==> config.mk <==
export PLATFORM = sky130hd
export DESIGN_NAME = operand_fetch
export DESIGN_NICKNAME = d
export VERILOG_FILES = /design/src/rtl/operand_fetch_pkg.sv /design/src/rtl/operand_scoreboard.sv /design/src/rtl/operand_fetch.sv
export SDC_FILE = /design/constraint.sdc
export NUM_CORES = 1
export LEC_CHECK = 0
export CAP_MARGIN = 40
export CORE_MARGIN = 2
export CORE_UTILIZATION = 52
export DETAILED_ROUTE_END_ITERATION = 8
export PLACE_DENSITY = 0.88
export SKIP_CTS_REPAIR_TIMING = 1
export SYNTH_ARGS = -nofsm -noshare
export SYNTH_HDL_FRONTEND = slang
export SYNTH_SLANG_ARGS = --single-unit
==> constraint.sdc <==
create_clock -name clk -period 5.4 [get_ports clk]
set_input_delay 1.08 -clock clk [delete_from_list [all_inputs] [get_ports clk]]
set_output_delay 1.08 -clock clk [all_outputs]
set_load 0.02 [all_outputs]
==> src/rtl/operand_fetch_pkg.sv <==
// rtl/operand_fetch_pkg.sv - shared sizes and helpers for the operand fetch stage
package operand_fetch_pkg;

  localparam int XLEN  = 32;
  localparam int NREGS = 32;
  localparam int AW    = 5;

  localparam logic [AW-1:0] X0 = '0;

  // True when the writeback bus carries the register being looked up this cycle.
  function automatic logic wb_hit(input logic en, input logic [AW-1:0] wa,
                                  input logic [AW-1:0] ra);
    return en && (wa == ra);
  endfunction

endpackage

==> src/rtl/operand_scoreboard.sv <==
// rtl/operand_scoreboard.sv - per-register pending bits for long-latency producers
module operand_scoreboard
  import operand_fetch_pkg::*;
(
  input  logic          clk,
  input  logic          reset,
  input  logic          set_en,
  input  logic [AW-1:0] set_addr,
  input  logic          clr_en,
  input  logic [AW-1:0] clr_addr,
  input  logic [AW-1:0] rs1_addr,
  input  logic [AW-1:0] rs2_addr,
  input  logic [AW-1:0] rd_addr,
  output logic          rs1_pend,
  output logic          rs2_pend,
  output logic          rd_pend
);

  logic [NREGS-1:0] pend_q;
  logic [NREGS-1:0] pend_d;

  // Set is applied after clear so a new load to the register being written back wins.
  always_comb begin
    pend_d = pend_q;
    if (clr_en) pend_d[clr_addr] = 1'b0;
    if (set_en) pend_d[set_addr] = 1'b1;
    pend_d[X0] = 1'b0;
  end

  always_ff @(posedge clk) begin
    if (reset) pend_q <= '0;
    else       pend_q <= pend_d;
  end

  assign rs1_pend = pend_q[rs1_addr];
  assign rs2_pend = pend_q[rs2_addr];
  assign rd_pend  = pend_q[rd_addr];

endmodule

==> src/rtl/operand_fetch.sv <==
// rtl/operand_fetch.sv - issue-stage operand read with writeback bypass and load scoreboard
module operand_fetch
  import operand_fetch_pkg::*;
(
  input  logic            clk,
  input  logic            reset,
  input  logic            id_valid,
  output logic            id_ready,
  input  logic [AW-1:0]   id_rs1,
  input  logic [AW-1:0]   id_rs2,
  input  logic [AW-1:0]   id_rd,
  input  logic            id_rd_wen,
  input  logic            id_long,
  output logic [AW-1:0]   ra_addr,
  input  logic [XLEN-1:0] ra_data,
  output logic [AW-1:0]   rb_addr,
  input  logic [XLEN-1:0] rb_data,
  input  logic            wb_en,
  input  logic [AW-1:0]   wb_addr,
  input  logic [XLEN-1:0] wb_data,
  output logic            ex_valid,
  input  logic            ex_ready,
  output logic [XLEN-1:0] ex_rs1_val,
  output logic [XLEN-1:0] ex_rs2_val,
  output logic [AW-1:0]   ex_rd,
  output logic            ex_rd_wen,
  output logic            ex_long
);

  logic            rs1_pend, rs2_pend, rd_pend;
  logic            rs1_hit, rs2_hit, rd_hit;
  logic            hazard, adv, transfer;
  logic [XLEN-1:0] rs1_sel, rs2_sel;

  logic            ex_valid_q, ex_valid_d;
  logic [XLEN-1:0] ex_rs1_val_q, ex_rs1_val_d;
  logic [XLEN-1:0] ex_rs2_val_q, ex_rs2_val_d;
  logic [AW-1:0]   ex_rd_q, ex_rd_d;
  logic            ex_rd_wen_q, ex_rd_wen_d;
  logic            ex_long_q, ex_long_d;

  assign ra_addr = id_rs1;
  assign rb_addr = id_rs2;

  operand_scoreboard u_scoreboard (
    .clk      (clk),
    .reset    (reset),
    .set_en   (transfer && id_rd_wen && id_long && (id_rd != X0)),
    .set_addr (id_rd),
    .clr_en   (wb_en),
    .clr_addr (wb_addr),
    .rs1_addr (id_rs1),
    .rs2_addr (id_rs2),
    .rd_addr  (id_rd),
    .rs1_pend (rs1_pend),
    .rs2_pend (rs2_pend),
    .rd_pend  (rd_pend)
  );

  // A pending register whose writeback is on the bus this cycle is resolved by the bypass.
  always_comb begin
    rs1_hit = wb_hit(wb_en, wb_addr, id_rs1);
    rs2_hit = wb_hit(wb_en, wb_addr, id_rs2);
    rd_hit  = wb_hit(wb_en, wb_addr, id_rd);
    hazard  = (rs1_pend && (id_rs1 != X0) && !rs1_hit)
           || (rs2_pend && (id_rs2 != X0) && !rs2_hit)
           || (id_rd_wen && (id_rd != X0) && rd_pend && !rd_hit);
    adv      = !ex_valid_q || ex_ready;
    id_ready = adv && !hazard;
    transfer = id_valid && id_ready;
  end

  always_comb begin
    if (id_rs1 == X0)  rs1_sel = '0;
    else if (rs1_hit)  rs1_sel = wb_data;
    else               rs1_sel = ra_data;
    if (id_rs2 == X0)  rs2_sel = '0;
    else if (rs2_hit)  rs2_sel = wb_data;
    else               rs2_sel = rb_data;
  end

  always_comb begin
    ex_valid_d   = ex_valid_q;
    ex_rs1_val_d = ex_rs1_val_q;
    ex_rs2_val_d = ex_rs2_val_q;
    ex_rd_d      = ex_rd_q;
    ex_rd_wen_d  = ex_rd_wen_q;
    ex_long_d    = ex_long_q;
    if (adv) begin
      ex_valid_d = transfer;
      if (transfer) begin
        ex_rs1_val_d = rs1_sel;
        ex_rs2_val_d = rs2_sel;
        ex_rd_d      = id_rd;
        ex_rd_wen_d  = id_rd_wen;
        ex_long_d    = id_long;
      end
    end
  end

  always_ff @(posedge clk) begin
    if (reset) begin
      ex_valid_q   <= 1'b0;
      ex_rs1_val_q <= '0;
      ex_rs2_val_q <= '0;
      ex_rd_q      <= '0;
      ex_rd_wen_q  <= 1'b0;
      ex_long_q    <= 1'b0;
    end else begin
      ex_valid_q   <= ex_valid_d;
      ex_rs1_val_q <= ex_rs1_val_d;
      ex_rs2_val_q <= ex_rs2_val_d;
      ex_rd_q      <= ex_rd_d;
      ex_rd_wen_q  <= ex_rd_wen_d;
      ex_long_q    <= ex_long_d;
    end
  end

  assign ex_valid   = ex_valid_q;
  assign ex_rs1_val = ex_rs1_val_q;
  assign ex_rs2_val = ex_rs2_val_q;
  assign ex_rd      = ex_rd_q;
  assign ex_rd_wen  = ex_rd_wen_q;
  assign ex_long    = ex_long_q;

endmodule

# Yosys cells after proc, flatten, opt, wreduce, memory -nomap -nowiden
# Index checks and enable logic that the tools add are counted.
[totals]
reg_bits = 104
inputBits = 123
out_inout_bits = 83
word_cells = 67
[classes]
n_lt_le_gt_ge = 6
n_eq_ne = 3
mux = 16
bitwise = 3
reduce_logical = 31
[op_table]
columns = ["op", "n"]
rows = [
  ["2-to-1 mux 32 bit", 6],
  ["bitwise AND 32 bit", 1],
  ["NOT 32 bit", 1],
  ["bitwise OR 32 bit", 1],
  ["less-than comparator 5 x 6 -> 1 bit (second input constant)", 4],
  ["logical AND 1 bit", 17],
  ["binary-select mux 1 bit (select 5 bit)", 3],
  ["== test 5 bit", 3],
  ["nonzero test 5 bit", 3],
  ["demux 1 bit (select 5 bit)", 2],
  ["greater-or-equal comparator 5 x 1 -> 1 bit (second input constant)", 2],
  ["logical NOT 5 bit", 2],
  ["logical NOT 1 bit", 5],
  ["2-to-1 mux 1 bit", 5],
  ["logical OR 1 bit", 3],
  ["AND reduction 2 bit", 1],
]

# Logic depth before layout (Yosys ltp)
[logic_depth]
ltp_word = 13
depth_mapped = 10
ltp_nobuf = 6

# By module
# Synthesis repeated with hierarchy kept, for this count alone.
[unflattened]
hier_cells = 782
hier_area_um2 = 6795.3
[by_module_without_submodules]
columns = ["module", "n_inst", "cells_each", "area_each_um2", "seq_area_each_um2"]
rows = [
  ["operand_fetch", 1, 517, 4615.7, 1441.4],
  ["operand_scoreboard", 1, 265, 2179.6, 620.6],
]

# Least setup slack after synthesis
# No wires, ideal clock.
[synth_timing]
path_type = "input to output"
start = "input port id_rs1[1]"
end = "output port id_ready"
arrival_ns = 2.948
required_ns = 4.320
path_slack_ns = 1.372
cell_stages = 7
n_path_buf = 2
cell_sequence = "buf_2 -> buf_2 -> mux2i_1 -> a22oi_1 -> a311o_1 -> o2111ai_2 -> nor4bb_1"
[synth_via]
elab_chain_cells = 8
elab_cells_between_ends = 12
cone_classes = "eq/ne (1); mux (2); reduce/logical (9)"
[synth_rtl]
columns = ["element", "line_no", "rtl"]
rows = [
  ["start, declared", "operand_fetch.sv:9", "input logic [AW-1:0] id_rs1,"],
  ["binary-select mux 1 bit (select 5 bit) / == test 5 bit (equally long branches)", "operand_scoreboard.sv:35, operand_fetch_pkg.sv:13", ""],
  ["2-to-1 mux 1 bit (implied by the code) / logical AND 1 bit (equally long branches)", "operand_scoreboard.sv:35, operand_fetch_pkg.sv:13", ""],
  ["logical AND 1 bit / logical NOT 1 bit (equally long branches)", "operand_fetch.sv:65", "hazard = (rs1_pend && (id_rs1 != X0) && !rs1_hit)"],
  ["logical AND 1 bit *", "operand_fetch.sv:65", ""],
  ["logical OR 1 bit *", "operand_fetch.sv:66", "|| (rs2_pend && (id_rs2 != X0) && !rs2_hit)"],
  ["logical OR 1 bit *", "operand_fetch.sv:67", "|| (id_rd_wen && (id_rd != X0) && rd_pend && !rd_hit);"],
  ["logical NOT 1 bit *", "operand_fetch.sv:69", "id_ready = adv && !hazard;"],
  ["logical AND 1 bit *", "operand_fetch.sv:69", ""],
  ["end, declared", "operand_fetch.sv:8", "output logic id_ready,"],
]
# Mark *: on every way between the ends. The rest lies on a longest branch, timed or not. The select of a mux whose other input is x is not followed.

# Worst setup path after layout
[layout_timing]
start = "input port id_rs1[0]"
end = "output port id_ready"
# The elaborated chain is that of the path after synthesis.

==> impl_metrics.yaml <==
floorplan:
  coreArea_mm2: 0.0126
  die_w_um: 117
  rows: 41
  die_area_mm2: 0.0137
  ioPinCount: 206
  initial_core_util_pct: 53.1
  die_h_um: 117
timing:
  post-route-period-util_pct: 93.5
  slew_headroom_pct: 53.9
  fmax_ghz: 0.198
  worst_pin_slew_ns: 0.691
  fin_tns_setup_ns: 0
  rsz0062_at_grt: "false"
  maxSlewViolCount: 0
  setup_viol: 0
  finClkSkew_ns: 0.0116
  hold_viol_final: 0
  hold-worst-slack_ns: 0.476
  finalCriticalPeriod_ns: 5.05
detailed_routing:
  drc: 0
  ant_nets: 0
  drt-initial-drc-count: 385
  viasPerCell: 5.85
  wirelength_mm: 21.7
  vias: 6124
  drt_pass1_iterations: 5
  wl_per_cell_um: 20.8
logic_synthesis:
  synthCells: 701
  synth_cell_types: 52
  avgSynthCellArea_um2: 9.51
  synth_area_mm2: 0.00667
  ys.flop_type: "dfxtp_1"
  yosysTopAreaCellShare_pct: 30.9
  synth.yosys.seq_area_share_pct: 30.9
  ys_async_sr_fraction_pct: 0
  syn-num-nets: 824
  ys_top_cells_by_area: "dfxtp_1 31%, mux2i_1 14%, mux2_2 10%"
  synth_top_cell_by_area: "dfxtp_1"
  ys_warn_count: 0
  synth_edf_count: 0
  ys_ff_latch: 103
critical_path:
  crit_slowest_cell: "clkdlybuf4s50_1"
  crit_arrival_ns: 3.97
  cp.required_ns: 4.32
  crit_fanout: 10
  cp_slowest_stage_delay_ns: 0.79
  cp-end-kind: "output pin"
  critPathLaunchType: "input port"
  crit_chain: "clkdlybuf4s50_1 > mux4_2 > a2bb2oi_1 > o2111ai_2 > nor4bb_1 > clkdlybuf4s50_1"
  critical_path_class: "in -> out"
  critPathMostFrequentCell: "clkdlybuf4s50_1"
placed_design:
  gp_congestion: 0.999
  io_buffers: 205
  hpwl_mm: 16.0
global_route:
  grt_pass1_vias: 5971
  grt_usage_pct: 30.8
  grt_pass1_wl_mm: 32.1
  grt-ovfl-total: 0
  antenna_found_initial: 0
  grt_max_degree: 86
layout:
  area_growth_syn_to_layout_pct: 34.4
  nFillCells: 963
  nets: 992
  layout-drive-gt1-share_pct: 13.8
  mostFrequentLayoutCells: "204 x clkdlybuf4s50_1, 103 x dfxtp_1, 95 x nand2_1, 92 x mux2i_1, 77 x nand2b_1"
  final_common_cell: "clkdlybuf4s50_1"
  diodes: 0
  final_core_util_pct: 71.3
hold_path:
  min_path_type: "reg -> reg"
pwr:
  p_leak_nw: 3.59
  power.total_w: 0.00194
  irDropWorstVdd_mv: 0.173
  p_per_area_mw_per_mm2: 217
clock_tree:
  cts.clk_slew.worst_paths_ns: 0.06
  cts_tree: "done"
  numCtsBuffers: 9
  root_buffer: "clkbuf_16"
  cts.sinks: 103
  cts.htree.levels: 3
  worst_skew_pair.late_latency_ns: 0.36
  cts_max_path_buffers: 2
job:
  drv_cap: 0
run_status:
  status: "finished clean"
==> worst paths after layout <==
path | start | cells after the start | end | slack [ns]
max reg2reg | u_scoreboard.pend_q[19] | 8 | ex_rs2_val[12] | 2.69
min reg2reg | ex_rs1_val[28] | 2 | ex_rs1_val[28] | 0.48
min | ex_rs1_val[28] | 2 | ex_rs1_val[28] | 0.48
max | id_rs1[0] | 6 | id_ready | 0.35
==> per-layer routing <==
metal	vias to the layer above	routed length, um	global-route usage, %
li1	2834	-	-
met1	2942	8700	37.6
met2	298	10700	52.3
met3	50	1700	7.05
met4	0	661	12.9
met5	-	0	0
==> logic make-up after synthesis <==
| group | count (synthesis) | share of synthesized area [%] |
|---|---|---|
| xor gates and xnor gates | 15 | 1.97 |
| DFF | 103 | 30.9 |
| buffers and inverters | 73 | 7.02 |
| and+or+nand+nor | 262 | 21.5 |
| AOI/OAI and AO/OA | 74 | 9.05 |
| muxes | 174 | 29.5 |
==> worst max-delay path, delay by kind of cell <==
family          cells  cell delay [ns]
mux                 1             0.58
buf+inv             2             1.46
compound gates      2             0.47
simple gates        1             0.39
==> sequential cells by signal, summed over array words and instances, names as in the netlist <==
| register | cells |
|---|---|
| ex_rs1_val | 32 |
| ex_valid | 1 |
| ex_rd_wen | 1 |
| ex_rs2_val | 32 |
| u_scoreboard.pend_q | 31 |
| ex_rd | 5 |
| ex_long | 1 |
==> area by class of cell <==
cell class                 instances  area [um^2]  area share (%)
clock buffer                      11          243            2.71
tap                              172          215            2.40
inverter                           4         15.0           0.168
sequential                       103         2060            23.0
clock inverter                     5         38.8           0.433
multi-input combinational        525         4140            46.3
timing repair buffer             226         2240            25.0
==> where the power goes <==
group	total (W)	switching (W)	leakage, nW	internal (W)
clock	0.000633	0.000302	0.142	0.000331
sequential	0.000813	0.0000192	0.836	0.000794
combinational	0.000496	0.000242	2.61	0.000255
total	0.00194	0.000563	3.59	0.00138
==> cell usage after synthesis (all sizes together), types with 3 or more instances <==
library cell,instances
a21oi,3
nand3b,21
o41ai,32
a22oi,3
nand2,95
nand3,9
inv,4
a221oi,3
o21ai,19
nand2b,77
xnor2,3
dfxtp,103
nor4,3
and3,3
nor2b,28
clkbuf,26
buf,43
xor2,12
nor3b,4
mux2i,92
mux4,11
mux2,71
nor2,9
==> through the flow <==
stage	std cells	setup slack, ns	instance area (um^2)
3_5_place_dp	1030	0.354	8680
5_1_grt	1046	0.233	8960
2_1_floorplan	701	1.37	6670
3_3_place_gp	1029	0.374	8660
4_1_cts	1046	0.342	8960
6_report	1046	0.349	8960
Note: power is estimated with default switching activity, not from simulation.
